===== src/rtl/comparator_4in_bist.sv =====
// ============================================================================
//  Module   : comparator_4in_bist
//  Brief    : Self-test engine that sweeps all 16 vectors through a 4-input
//             comparator, checks (a==c)&&(b==d) and records the first failure.
//  Revision : 1.0  initial release
// ============================================================================
`default_nettype none

module comparator_4in_bist #(
    parameter int unsigned SETTLE_CYCLES = 4
) (
    input  logic       clk,
    input  logic       rst,
    input  logic       start,
    input  logic       abort,
    output logic       a,
    output logic       b,
    output logic       c,
    output logic       d,
    input  logic       dut_out,
    output logic       busy,
    output logic       done,
    output logic       pass,
    output logic [4:0] err_count,
    output logic       fail_valid,
    output logic [3:0] first_fail_vec
);

    localparam logic [1:0] c_ST_IDLE   = 2'd0;
    localparam logic [1:0] c_ST_SETTLE = 2'd1;
    localparam logic [1:0] c_ST_SAMPLE = 2'd2;

    localparam logic [7:0] c_SETTLE_RELOAD = 8'(SETTLE_CYCLES - 1);

    logic [1:0] r_state,          w_state_nxt;
    logic [3:0] r_vec,            w_vec_nxt;
    logic [7:0] r_settle_cnt,     w_settle_cnt_nxt;
    logic [3:0] r_stim,           w_stim_nxt;
    logic       r_busy,           w_busy_nxt;
    logic       r_done,           w_done_nxt;
    logic       r_pass,           w_pass_nxt;
    logic [4:0] r_err_count,      w_err_count_nxt;
    logic       r_fail_valid,     w_fail_valid_nxt;
    logic [3:0] r_first_fail_vec, w_first_fail_vec_nxt;

    logic       w_expected;
    logic       w_mismatch;
    logic [4:0] w_err_inc;

    // Golden comparator function evaluated on the vector currently applied
    assign w_expected = (r_vec[3] == r_vec[1]) && (r_vec[2] == r_vec[0]);
    assign w_mismatch = (dut_out != w_expected);
    assign w_err_inc  = r_err_count + {4'd0, w_mismatch};

    always_ff @(posedge clk or posedge rst) begin
        if (rst) begin
            r_state          <= c_ST_IDLE;
            r_vec            <= 4'd0;
            r_settle_cnt     <= 8'd0;
            r_stim           <= 4'd0;
            r_busy           <= 1'b0;
            r_done           <= 1'b0;
            r_pass           <= 1'b0;
            r_err_count      <= 5'd0;
            r_fail_valid     <= 1'b0;
            r_first_fail_vec <= 4'd0;
        end else begin
            r_state          <= w_state_nxt;
            r_vec            <= w_vec_nxt;
            r_settle_cnt     <= w_settle_cnt_nxt;
            r_stim           <= w_stim_nxt;
            r_busy           <= w_busy_nxt;
            r_done           <= w_done_nxt;
            r_pass           <= w_pass_nxt;
            r_err_count      <= w_err_count_nxt;
            r_fail_valid     <= w_fail_valid_nxt;
            r_first_fail_vec <= w_first_fail_vec_nxt;
        end
    end

    always_comb begin
        w_state_nxt          = r_state;
        w_vec_nxt            = r_vec;
        w_settle_cnt_nxt     = r_settle_cnt;
        w_stim_nxt           = r_stim;
        w_busy_nxt           = r_busy;
        w_done_nxt           = 1'b0;
        w_pass_nxt           = r_pass;
        w_err_count_nxt      = r_err_count;
        w_fail_valid_nxt     = r_fail_valid;
        w_first_fail_vec_nxt = r_first_fail_vec;

        case (r_state)
            c_ST_IDLE: begin
                w_stim_nxt = 4'd0;
                w_busy_nxt = 1'b0;
                if (start && !abort) begin
                    w_vec_nxt        = 4'd0;
                    w_settle_cnt_nxt = c_SETTLE_RELOAD;
                    w_busy_nxt       = 1'b1;
                    w_err_count_nxt  = 5'd0;
                    w_fail_valid_nxt = 1'b0;
                    w_pass_nxt       = 1'b0;
                    w_state_nxt      = c_ST_SETTLE;
                end
            end

            c_ST_SETTLE: begin
                if (abort) begin
                    w_state_nxt = c_ST_IDLE;
                    w_busy_nxt  = 1'b0;
                    w_stim_nxt  = 4'd0;
                end else if (r_settle_cnt == 8'd0) begin
                    w_state_nxt = c_ST_SAMPLE;
                end else begin
                    w_settle_cnt_nxt = r_settle_cnt - 8'd1;
                end
            end

            c_ST_SAMPLE: begin
                if (abort) begin
                    // In-flight sample is dropped; partial error record kept
                    w_state_nxt = c_ST_IDLE;
                    w_busy_nxt  = 1'b0;
                    w_stim_nxt  = 4'd0;
                end else begin
                    w_err_count_nxt = w_err_inc;
                    if (w_mismatch && !r_fail_valid) begin
                        w_fail_valid_nxt     = 1'b1;
                        w_first_fail_vec_nxt = r_vec;
                    end
                    if (r_vec != 4'd15) begin
                        w_vec_nxt        = r_vec + 4'd1;
                        w_stim_nxt       = r_vec + 4'd1;
                        w_settle_cnt_nxt = c_SETTLE_RELOAD;
                        w_state_nxt      = c_ST_SETTLE;
                    end else begin
                        w_state_nxt = c_ST_IDLE;
                        w_busy_nxt  = 1'b0;
                        w_done_nxt  = 1'b1;
                        w_stim_nxt  = 4'd0;
                        w_pass_nxt  = (w_err_inc == 5'd0);
                    end
                end
            end

            default: begin
                w_state_nxt = c_ST_IDLE;
                w_busy_nxt  = 1'b0;
                w_stim_nxt  = 4'd0;
            end
        endcase
    end

    assign {a, b, c, d}    = r_stim;
    assign busy            = r_busy;
    assign done            = r_done;
    assign pass            = r_pass;
    assign err_count       = r_err_count;
    assign fail_valid      = r_fail_valid;
    assign first_fail_vec  = r_first_fail_vec;

endmodule

`default_nettype wire

===== config.mk =====
export PLATFORM = sky130hd
export DESIGN_NAME = comparator_4in_bist
export DESIGN_NICKNAME = d
export VERILOG_FILES = /design/src/rtl/comparator_4in_bist.sv
export SDC_FILE = /design/constraint.sdc
export NUM_CORES = 1
export LEC_CHECK = 0
export CAP_MARGIN = 15
export CELL_PAD_IN_SITES_DETAIL_PLACEMENT = 2
export CELL_PAD_IN_SITES_GLOBAL_PLACEMENT = 2
export CORE_UTILIZATION = 35
export DETAILED_ROUTE_END_ITERATION = 10
export PLACE_DENSITY_LB_ADDON = 0.2
export SYNTH_ARGS = -nofsm -noshare
export SYNTH_HDL_FRONTEND = slang
export SYNTH_SLANG_ARGS = --single-unit

===== constraint.sdc =====
create_clock -name clk -period 2.45 [get_ports clk]
set_clock_uncertainty 0.15 [all_clocks]
set_input_delay 0.3675 -clock clk [delete_from_list [all_inputs] [get_ports clk]]
set_output_delay 0.3675 -clock clk [all_outputs]
set_load 0.005 [all_outputs]

==> Yosys cells after proc, flatten, opt, wreduce, memory -nomap -nowiden <==
Cells that the tools add are included.
{ "op_classes": {"n_addsub": 3, "eq_ne": 16, "muxes": 38, "n_bitwise": 1, "reduce_logical": 18} }
{ "ops": {"columns": ["op", "n"], "rows": [
  ["8-bit 2-to-1 mux", 5],
  ["4-bit 2-to-1 mux", 6],
  ["8-bit case mux with 3 select lines", 1],
  ["2-bit inequality test, second input constant", 8],
  ["4-bit case mux with 2 select lines", 2],
  ["1-bit 2-to-1 mux", 14],
  ["4-bit AND reduction", 3],
  ["5-bit 2-to-1 mux", 2],
  ["5-bit case mux with 2 select lines", 1],
  ["8-bit logical NOT", 1],
  ["8-bit by 1-bit subtractor with 8-bit output, second input constant", 1],
  ["2-bit 2-to-1 mux", 3],
  ["3-bit inequality test, second input constant", 2],
  ["2-bit case mux with 3 select lines", 1],
  ["3-bit AND reduction", 2],
  ["6-bit AND reduction", 1],
  ["5-bit by 1-bit adder with 5-bit output", 1],
  ["5-bit logical NOT", 1],
  ["4-bit by 1-bit adder with 4-bit output, second input constant", 1],
  ["4-bit inequality test, second input constant", 1],
  ["1-bit case mux with 2 select lines", 2],
  ["2-bit AND reduction", 2],
  ["1-bit logical AND", 3],
  ["1-bit case mux with 3 select lines", 1],
  ["9 further kinds", 11]
]} }
{ "totals": {"ff_bits": 31, "out_inout_bits": 17} }

==> Depth between registers and ports, before layout <==
Gate-level depths: netlist of run 1.
{ "logic_depth": {"depth_word": 8, "ltp_mapped": 10, "depth_no_buf": 9} }

==> Worst setup path before layout of run 1 <==
Ideal clock, no wire load.
{ "synth_path": {"path_type": "register -> register", "from": "register r_vec[2]", "to": "register r_pass (netlist: pass)", "setup_ns": 0.131, "arrival_time_ns": 1.955, "path_slack_ns": 0.214, "stages_incl_launch_ff": 11, "path_buffers": 1, "period_less_slack_ns": 2.236, "path_cell_list": "dfrtp_1 buf_6 xor2_1 or3_4 nand2_1 ha_1 ha_1 nor4_1 a41o_1 o2111ai_1 o21ai_0"} }
{ "synth_between": {"elab_chain_len": 8, "elab_cells_between_ends": 11} }
{ "synth_lines": {"columns": ["item", "line", "rtl"], "rows": [
  ["start: declaration", "36", "logic [3:0] r_vec, w_vec_nxt;"],
  ["start signal: assignment", "69", "r_vec <= w_vec_nxt;"],
  ["1-bit == test", "51", "assign w_expected = (r_vec[3] == r_vec[1]) && (r_vec[2] == r_vec[0]);"],
  ["1-bit logical AND", "51", null],
  ["1-bit inequality test", "52", "assign w_mismatch = (dut_out != w_expected);"],
  ["5-bit by 1-bit adder with 5-bit output", "53", "assign w_err_inc = r_err_count + {4'd0, w_mismatch};"],
  ["5-bit logical NOT", "142", "w_pass_nxt = (w_err_inc == 5'd0);"],
  ["1-bit 2-to-1 mux", "132", "if (r_vec != 4'd15) begin"],
  ["1-bit 2-to-1 mux", "121", "if (abort) begin"],
  ["1-bit case mux with 2 select lines", "93", "case (r_state)"],
  ["end signal: assignment", "74", "r_pass <= w_pass_nxt;"],
  ["end: declaration", "41", "logic r_pass, w_pass_nxt;"]
]} }
Parallel ways exist; a longest one is shown, timed or not. The select of a mux whose other input is x is not followed.
A chain may end at the register's enable or synchronous reset.

==> Final worst setup path of run 1 <==
{ "layout_path": {"from": "register r_vec[3]", "to": "register r_pass (netlist: pass)"} }
Same word-level chain as after synthesis.

==> results of run 1 <==
==> cells in the mapped netlist, types with 2 or more instances <==
master | n | share of area
sky130_fd_sc_hd__a21o_1 | 5 | 0.023
sky130_fd_sc_hd__a21oi_1 | 7 | 0.021
sky130_fd_sc_hd__nand4_1 | 2 | 0.0077
sky130_fd_sc_hd__inv_1 | 6 | 0.014
sky130_fd_sc_hd__o31ai_1 | 4 | 0.018
sky130_fd_sc_hd__mux2_1 | 4 | 0.028
sky130_fd_sc_hd__nor2b_1 | 2 | 0.0077
sky130_fd_sc_hd__ha_1 | 5 | 0.038
sky130_fd_sc_hd__a21boi_0 | 2 | 0.0092
sky130_fd_sc_hd__dfrtp_1 | 31 | 0.48
sky130_fd_sc_hd__nor3_2 | 2 | 0.012
sky130_fd_sc_hd__clkbuf_1 | 3 | 0.0069
sky130_fd_sc_hd__o21ai_1 | 2 | 0.0061
sky130_fd_sc_hd__nor2_1 | 16 | 0.037
sky130_fd_sc_hd__o21ai_0 | 7 | 0.021
sky130_fd_sc_hd__and3_1 | 2 | 0.0077
sky130_fd_sc_hd__nand2b_1 | 2 | 0.0077
sky130_fd_sc_hd__xor2_1 | 4 | 0.021
sky130_fd_sc_hd__a31oi_1 | 3 | 0.011
sky130_fd_sc_hd__nand3_1 | 6 | 0.018
sky130_fd_sc_hd__a22o_1 | 7 | 0.038
sky130_fd_sc_hd__nand2_1 | 8 | 0.018
sky130_fd_sc_hd__nor4_1 | 3 | 0.011
==> state kept, by name (all words and copies together), names as in the netlist <==
name,count
busy,1
done,1
err_count,5
fail_valid,1
first_fail_vec,4
pass,1
r_settle_cnt,8
r_state,2
r_stim,4
r_vec,4
==> how the worst max path moves through the flow <==
stage / slack, ps / end / cells past startpoint / from
after CTS: 40 / pass$_DFFE_PP0P_ / 9 / r_vec[3]$_DFFE_PP0P_
after floorplan: 210 / pass$_DFFE_PP0P_ / 10 / r_vec[2]$_DFFE_PP0P_
after global placement: -40 / pass$_DFFE_PP0P_ / 9 / dut_out
after detailed placement: -160 / pass$_DFFE_PP0P_ / 9 / dut_out
final: 140 / pass$_DFFE_PP0P_ / 9 / r_vec[3]$_DFFE_PP0P_
after global routing: -8 / pass$_DFFE_PP0P_ / 9 / r_vec[3]$_DFFE_PP0P_
==> area by class of cell <==
type / instances / share of cell area
clock buffer: 6 / 0.0391
tap: 52 / 0.0308
clock inverter: 2 / 0.0166
multi-input combinational: 115 / 0.389
inverter: 6 / 0.0107
sequential: 31 / 0.368
timing repair buffer: 34 / 0.146
==> cells by family after synthesis <==
kind of cell	count (synthesis)	synth area share
AO/OA/AOI/OAI	50	0.226
AND/OR/NAND/NOR	50	0.166
flip-flops	31	0.475
buffers and inverters	11	0.0322
multiplexers	6	0.0406
adder cells (fa/ha/maj)	5	0.0383
XOR/XNOR	4	0.0215
==> repair_timing <==
action                                  CTS  global route
endpoints found under the hold margin     0             0
endpoints found under the setup margin    0             1
gates resized for setup                   0             3
==> power groups by stage <==
stage | Sequential (mW) | Combinational, mW | Clock, mW
floorplan | 0.616 | 0.205 | 0
global placement | 0.633 | 0.279 | 0
detailed placement | 0.640 | 0.292 | 0
CTS | 0.629 | 0.295 | 0.549
global route | 0.638 | 0.328 | 0.566
finish | 0.629 | 0.292 | 0.536
==> per-stage QoR <==
step                hold slack, ps  area (um^2)  worst slack (ps)  instances
floorplan                      314         1630               214        157
global placement               315         1980             -43.1        238
detailed placement             325         1980              -161        238
CTS                            341         2090              37.0        246
global route                   354         2110             -7.74        246
finish                         331         2110               145        246
==> worst max-delay path, cell delays in order, from the launching register on <==
cell	delay, ps
sky130_fd_sc_hd__dfrtp_1	400
sky130_fd_sc_hd__xor2_1	210
sky130_fd_sc_hd__or3_4	390
sky130_fd_sc_hd__nand2_1	110
sky130_fd_sc_hd__ha_1	220
sky130_fd_sc_hd__ha_4	180
sky130_fd_sc_hd__nor4_1	60
sky130_fd_sc_hd__a41o_1	210
sky130_fd_sc_hd__o2111ai_1	160
sky130_fd_sc_hd__o21ai_0	100
==> routing by layer <==
layer  vias up  GRT usage
met5         -          0
met4         0     0.0733
met3         8     0.0592
met2        20      0.352
met1       699      0.253
li1        652          -
==> flow_metrics.env, run 1 <==
export IMPL_clock_sink_count=31
export IMPL_num_vias=1379
export IMPL_yosys_register_bits=31
export IMPL_netSwitchingPower_mw=0.445
export IMPL_effective_utilization_at_floorplan=0.370
export IMPL_required_ps=2470
export IMPL_rows=24
export IMPL_finalSetupTns_ps=0
export IMPL_detail_route_drc_violations=0
export IMPL_synth_enable_flop_cells=0
export IMPL_area_growth_pct=29.2
export IMPL_finalPower_mw=1.46
export IMPL_async_reset_ff_frac=1.00
export IMPL_cp_end_kind="register"
export IMPL_cts_root_to_sink_buffers=2
export IMPL_syn_cell_area_um2=1630
export IMPL_fin_crit_sh=0.941
export IMPL_cts_htree_levels=2
export IMPL_p_sw_frac=0.305
export IMPL_post_route_cells_drive_above_1_share=0.165
export IMPL_r2r_cells=9
export IMPL_grt_pass1_wl_mm=7.96
export IMPL_ff2ff_setup_slack_ps=140
export IMPL_grt_overflow_total=0
export IMPL_syn_avg_cell_area_um2=10.4
export IMPL_io_buffers=21
export IMPL_drt_iter0_markers=57
export IMPL_worst_skew_pair_late_latency_ps=290
export IMPL_core_area_um2=4410
export IMPL_clock_power_share=0.368
export IMPL_p_leak_nw=0.983
export IMPL_layout_cells_most_common_list="sky130_fd_sc_hd__dfrtp_1, sky130_fd_sc_hd__clkdlybuf4s50_1, sky130_fd_sc_hd__nor2_1, sky130_fd_sc_hd__buf_4, sky130_fd_sc_hd__nand2_1"
export IMPL_clk_root_buffer_cell="sky130_fd_sc_hd__clkbuf_8"
export IMPL_final_hold_violation_count=0
export IMPL_cap_violations=0
export IMPL_place_gp_congestion=0.790
export IMPL_io_pins=22
export IMPL_total_cts_buffers=5
export IMPL_clkTransAtPathRegs_ps=70
export IMPL_max_slew_margin_rel=0.567
export IMPL_ys_warn_count=0
export IMPL_multi_input_comb_area_um2=821
export IMPL_run_status="complete, no violations"
export IMPL_cts_hold_buf=0
export IMPL_cts_setup_buffers=0
export IMPL_power_density_cell_area_nw_per_um2=691
export IMPL_filler_cell_count=452
export IMPL_drt_pass1_iter_count=4
export IMPL_die_area_um2=4940
export IMPL_antenna_cells_inserted=0
export IMPL_hpwl_mm=3.48
export IMPL_routed_wl_met2_mm=2.43
export IMPL_most_common_library_cell_in_the_layout_ignoring_fill_and_taps="sky130_fd_sc_hd__dfrtp_1"
export IMPL_max_clock_freq_ghz=0.434
export IMPL_final_min_clock_period_ps=2310
export IMPL_cp_max_fo=6
export IMPL_groute_usage_overall=0.209
export IMPL_met1_length_mm=1.99
export IMPL_critPathArrivalTime_ps=2330
export IMPL_criticalPathCategory="reg2reg"
export IMPL_wire_per_inst_um=19.0
export IMPL_hold_class="in2async"
export IMPL_final_core_util=0.478
export IMPL_detail_route_antenna_nets=0
export IMPL_slew_viol_final=0
export IMPL_highest_routing_layer_actually_used="met4"
export IMPL_final_setup_viol_count=0
export IMPL_chipWidth_um=70.3
export IMPL_seqCellArea_um2=776
export IMPL_first_global_vias=1529
export IMPL_timing_worst_slew_pin_value_ps=642
export IMPL_ys_types=47
export IMPL_worst_setup_path_start_kind="register"
export IMPL_postSynthNetCount=167
export IMPL_totalWireLength_mm=4.66
export IMPL_worstReg2RegEnd="pass$_DFFE_PP0P_"
export IMPL_comb_power_share=0.200
export IMPL_cts_tree="built"
export IMPL_synth_yosys_seq_area_share=0.475
export IMPL_synth_main_ff_cell="sky130_fd_sc_hd__dfrtp_1"
export IMPL_power_internal_mw=1.01
export IMPL_routed_wl_met3_um=170
export IMPL_postSynthCellCount=157
export IMPL_drt_vias_per_instance=5.61
export IMPL_power_sequential_fraction=0.431
export IMPL_number_of_antenna_violations_at_the_first_check_in_global_routing=0
export IMPL_fin_nets=203
export IMPL_crit_reg2reg_launch="r_vec[3]$_DFFE_PP0P_"
export IMPL_vdd_drop_max_mv=0.231
export IMPL_die_y_um=70.3
export IMPL_largest_net_degree_at_the_start_of_global_routing=32
(Power assumes the default switching activity.)
==> inputs of run 2 (changes only) <==
- CTS_CLUSTER_SIZE: unset -> 28
==> results of run 2 <==
The final DEF is identical to that of run 1; final timing and power are the same.
